[config.mk]
export PLATFORM = sky130hd
export DESIGN_NAME = fetch_unit
export DESIGN_NICKNAME = d
export VERILOG_FILES = /design/src/rtl/fetch_unit_pkg.sv /design/src/rtl/fetch_unit.sv
export SDC_FILE = /design/constraint.sdc
export NUM_CORES = 1
export LEC_CHECK = 0
export BUFFER_PORTS_ARGS = -buffer_cell sky130_fd_sc_hd__buf_4
export CAP_MARGIN = 40
export CORE_MARGIN = 2
export CORE_UTILIZATION = 50
export CTS_CLUSTER_DIAMETER = 40
export DETAILED_ROUTE_END_ITERATION = 10
export PLACE_DENSITY = 0.85
export SETUP_SLACK_MARGIN = 0.02
export SYNTH_ARGS = -nofsm -noshare
export SYNTH_HDL_FRONTEND = slang
export SYNTH_SLANG_ARGS = --single-unit
[constraint.sdc]
create_clock -name clk -period 3 [get_ports clk]
set_input_delay 0.6 -clock clk [delete_from_list [all_inputs] [get_ports clk]]
set_output_delay 0.6 -clock clk [all_outputs]
set_load 0.005 [all_outputs]
[src/rtl/fetch_unit_pkg.sv]
// Shared types and defaults for the instruction fetch unit.
package fetch_unit_pkg;

  typedef enum logic [1:0] {
    ST_REQ   = 2'd0,
    ST_WAIT  = 2'd1,
    ST_HOLD  = 2'd2,
    ST_FLUSH = 2'd3
  } fetch_state_t;

  localparam int          ADDR_W_DEF   = 16;
  localparam logic [15:0] RESET_PC_DEF = 16'h0000;
  localparam logic [31:0] NOP_INSN     = 32'h0000_0000;

endpackage

[src/rtl/fetch_unit.sv]
// Single-issue instruction fetch: requests one word, holds it in ir until the
// core retires it, then follows the sequential or branch-redirected pc.
//
// state | meaning
// REQ   | present imem_req with imem_addr = pc
// WAIT  | request outstanding, waiting for imem_ack
// HOLD  | ir valid, waiting for the core to retire it
// FLUSH | outstanding request to be discarded after a redirect
module fetch_unit
  import fetch_unit_pkg::*;
#(
  parameter int                ADDR_W   = ADDR_W_DEF,
  parameter logic [ADDR_W-1:0] RESET_PC = ADDR_W'(RESET_PC_DEF)
) (
  input  logic              clk,
  input  logic              rst_f,
  output logic              imem_req,
  output logic [ADDR_W-1:0] imem_addr,
  input  logic              imem_ack,
  input  logic [31:0]       imem_data,
  output logic [31:0]       ir,
  output logic              ir_valid,
  output logic [ADDR_W-1:0] ir_pc,
  input  logic              ir_ready,
  input  logic              br_taken,
  input  logic              br_rel,
  input  logic [15:0]       br_imm
);

  fetch_state_t      state, state_nxt;
  logic [ADDR_W-1:0] pc, pc_nxt, ir_pc_nxt, br_target;
  logic [31:0]       ir_nxt;
  logic              ir_valid_nxt;
  logic              req_en;
  logic              capture;
  logic              retire;

  // req_en keeps the request low until the first edge after reset release,
  // so a stale ack from an abandoned fetch cannot be captured.
  assign retire    = ir_valid & ir_ready;
  assign capture   = imem_ack & (((state == ST_REQ) & req_en) | (state == ST_WAIT));
  assign br_target = br_rel ? (ir_pc + ADDR_W'(1) + ADDR_W'($signed(br_imm)))
                            : ADDR_W'(br_imm);
  assign imem_addr = pc;

  always_ff @(posedge clk or negedge rst_f) begin
    if (!rst_f) begin
      state    <= ST_REQ;
      pc       <= RESET_PC;
      ir       <= NOP_INSN;
      ir_pc    <= RESET_PC;
      ir_valid <= 1'b0;
      req_en   <= 1'b0;
    end else begin
      state    <= state_nxt;
      pc       <= pc_nxt;
      ir       <= ir_nxt;
      ir_pc    <= ir_pc_nxt;
      ir_valid <= ir_valid_nxt;
      req_en   <= 1'b1;
    end
  end

  always_comb begin
    state_nxt    = state;
    pc_nxt       = pc;
    ir_nxt       = ir;
    ir_pc_nxt    = ir_pc;
    ir_valid_nxt = ir_valid;
    imem_req     = 1'b0;

    case (state)
      ST_REQ: begin
        imem_req = req_en;
        if (req_en) state_nxt = ST_WAIT;
      end
      ST_WAIT: begin
        imem_req = 1'b1;
      end
      ST_HOLD: begin
        if (retire) begin
          ir_valid_nxt = 1'b0;
          state_nxt    = ST_REQ;
          if (br_taken) pc_nxt = br_target;
        end
      end
      ST_FLUSH: begin
        imem_req = 1'b1;
        if (imem_ack) state_nxt = ST_REQ;
      end
      default: state_nxt = ST_REQ;
    endcase

    if (capture) begin
      ir_nxt       = imem_data;
      ir_pc_nxt    = pc;
      ir_valid_nxt = 1'b1;
      pc_nxt       = pc + ADDR_W'(1);
      state_nxt    = ST_HOLD;
    end
  end

endmodule

==> impl_metrics.json <==
{
  "status": "finished, final reports clean",
  "relSlewSlack_pct": 60.04,
  "die_w_um": 88.98,
  "grt_pass1_vias": 3445,
  "path_clk_slew_ns": 0.08,
  "synthTopCellsByCount": "nand2_1 (161), dfrtp_1 (68), nor2_1 (24)",
  "rr_startpoint": "ir_pc[0]",
  "dp_hpwl_mm": 7.053,
  "tritoncts": "built",
  "sw_frac_of_total_pct": 22.21,
  "slowest_stage": "dfrtp_1",
  "fin_nets": 620,
  "worstMarginPinSlew_ns": 0.5954,
  "max_cap_viol_count": 0,
  "power_frac_comb_pct": 7.6,
  "syn_area_um2": 3611,
  "ys_seq_elements": 68,
  "crit_fanout": 3,
  "yosys-top-cells-area": "dfrtp_1 (47%), nand2_1 (17%), ha_1 (5.5%)",
  "core_area_um2": 6907,
  "grt_overflow_total": 0,
  "fin_area_um2": 4866,
  "yosysWarnings": 0,
  "grt_max_degree": 69,
  "floorplan.die_area_um2": 7917,
  "place_area_um2": 4649,
  "fin_tns_setup_ns": 0,
  "clockBufferDepth": 2,
  "required_ns": 3.23,
  "p_leak_nw": 2.767,
  "rows": 30,
  "powerDensity_nw_per_um2": 390.1,
  "num_io_pins": 120,
  "layout-drive-gt1-share_pct": 26.71,
  "die_h_um": 88.98,
  "grt_first_pass_wirelength_mm": 16.37,
  "clock_latency_ns": 0.34,
  "fillers": 561,
  "report.final.slew_viol_count": 0,
  "max_freq_mhz": 351.2,
  "postSynthCellCount": 428,
  "fin_crit_ns": 2.847,
  "antenna_found_initial": 0,
  "fin_worst_skew_ns": 0.01111,
  "p_sw_mw": 0.4216,
  "worstPathCellList": "inv_1 -> ha_1 -> inv_1 -> fa_1 -> a211o_1 -> a21oi_2 -> and3b_1 -> a211o_1 -> a31oi_1 -> xnor2_1 -> a221o_1",
  "fin_cells": 650,
  "cp-start-kind": "flip-flop",
  "setup_viol": 0,
  "wl_per_cell_um": 15.63,
  "dr.pass1.iters": 5,
  "rsz0062_at_grt": "no",
  "routed-via-count": 3601,
  "yosysSeqAreaShare_pct": 47.12,
  "async_flop_share_pct": 100.0,
  "dr.first_iter.drc_count": 277,
  "ctsHoldBuffers": 0,
  "drtAntennaViolNets": 0,
  "endpoint_kind": "flip-flop",
  "yosysUniqueCellTypes": 42,
  "io_buffers": 119,
  "start_util_pct": 52.28,
  "hold_violations": 0,
  "syn_area_per_cell_um2": 8.437,
  "dp.cells": 634,
  "crit_type": "flip-flop to flip-flop",
  "via_per_inst": 5.540,
  "hold_class": "primary input to asynchronous set/reset pin",
  "clkPwrFrac_pct": 44.1,
  "cts_resized": 0,
  "postCtsSetupRepairBufs": 0,
  "synth_edf_count": 0,
  "track_usage_pct": 26.88,
  "synthToLayoutAreaGrowth_pct": 34.75,
  "ir_drop_mv": 0.2521,
  "synth_most_common_cell": "nand2_1",
  "post-route-drc-count": 0,
  "arrival_ns": 3.08,
  "p_int_mw": 1.477,
  "final_util_pct": 70.45,
  "synth-main-ff-cell": "dfrtp_1",
  "yosysTopAreaCellShare_pct": 47.12,
  "cts.sinks": 68,
  "p_seq_share_pct": 48.3,
  "period_share_pct": 94.91,
  "synth_top_cell_by_area": "dfrtp_1",
  "n_antenna_cell": 0,
  "htreeDepth": 3,
  "syn-num-nets": 499,
  "cts_made_buffers": 9,
  "finalWirelength_mm": 10.16,
  "place_congestion": 0.8804,
  "clk_root_buffer_cell": "clkbuf_8",
  "cpPeakStageDelay_ns": 0.39,
  "cp-startpoint": "ir_pc[0]"
}
stage by stage:
stage               hold slack, ns  setup WS, ns  power, mW
detailed placement          0.4643       -0.1261      1.076
finish                      0.2334        0.1528      1.898
CTS                         0.2593        0.1538      1.907
global placement            0.4616      -0.05200      1.066
global route                0.2556       0.05427      1.968
floorplan                   0.3044        0.1536     0.9829
worst max-delay path: cells and delay by family, from the launching register on:
kind / cells / cell delay (ns)
xor+xnor: 1 / 0.10
buf+inv: 2 / 0.13
compound gates: 5 / 1.37
simple gates: 1 / 0.20
fa+ha+maj: 2 / 0.54
flops: 1 / 0.39
sequential cells by signal, indices dropped and copies added, names as in the netlist:
register,count
ir_pc,16
imem_addr,16
ir,32
state,2
ir_valid,1
req_en,1
logic make-up (layout without fill, tap and decap cells):
kind of cell    Yosys count  count (layout)  synth area share (%)
compound gates           85              85                 15.38
simple gates            217             217                 24.39
fa+ha+maj                17              17                 6.098
buf+inv                  22             148                 2.322
xor+xnor                 12              12                 2.911
flops                    68              68                 47.12
mux                       6               6                 1.663
other cells               1               1                0.1039
power by group through the flow:
stage / Clock (mW) / Combinational, mW / Sequential (mW)
after detailed placement: 0 / 0.141 / 0.935
after global routing: 0.894 / 0.157 / 0.917
after CTS: 0.846 / 0.144 / 0.917
final: 0.836 / 0.145 / 0.917
after global placement: 0 / 0.131 / 0.935
after floorplan: 0 / 0.0477 / 0.935
final timing paths:
kind	endpoint	slack [ns]	cells past startpoint
min in group clk	state[0]	0.42	2
min reg2reg	ir[15]	0.48	2
max in group asynchronous	ir[27]	2.45	2
max	imem_addr[14]	0.15	11
max reg2reg	imem_addr[14]	0.15	11
min	ir[2]	0.23	2
layout make-up:
class	instances	area, um^2	area share [%]
inverter	5	18.77	0.3857
multi-input combinational	338	1836	37.72
clock inverter	5	75.07	1.543
timing repair buffer	127	973.4	20.01
tap	96	120.1	2.468
clock buffer	11	141.4	2.906
sequential	68	1702	34.97
layout by cell type (no fill, tap or decap), drive strengths merged, types with 2 or more instances in the layout:
| cell type | synthesis | routed |
|---|---|---|
| a211o | 3 | 3 |
| a211oi | 9 | 9 |
| a21boi | 2 | 2 |
| a21o | 10 | 10 |
| a21oi | 20 | 20 |
| a221o | 3 | 3 |
| a31oi | 8 | 8 |
| and3 | 6 | 6 |
| buf | 6 | 127 |
| bufinv | 0 | 2 |
| clkbuf | 11 | 11 |
| clkinv | 0 | 3 |
| dfrtp | 68 | 68 |
| ha | 16 | 16 |
| inv | 5 | 5 |
| mux2i | 6 | 6 |
| nand2 | 161 | 161 |
| nand2b | 3 | 3 |
| nand3 | 13 | 13 |
| nand4 | 3 | 3 |
| nor2 | 24 | 24 |
| nor2b | 2 | 2 |
| nor3 | 2 | 2 |
| o21a | 4 | 4 |
| o21ai | 18 | 18 |
| xnor2 | 7 | 7 |
| xor2 | 5 | 5 |
metal layers:
metal  vias up  part of all wire (%)  track usage (%)
li1       1698                     -                -
met1      1705                    40            33.51
met2       169                    49            43.28
met3        29                   7.9            6.464
met4         0                   3.1            14.52
met5         -                     0                0
(Power assumes the default switching activity.)
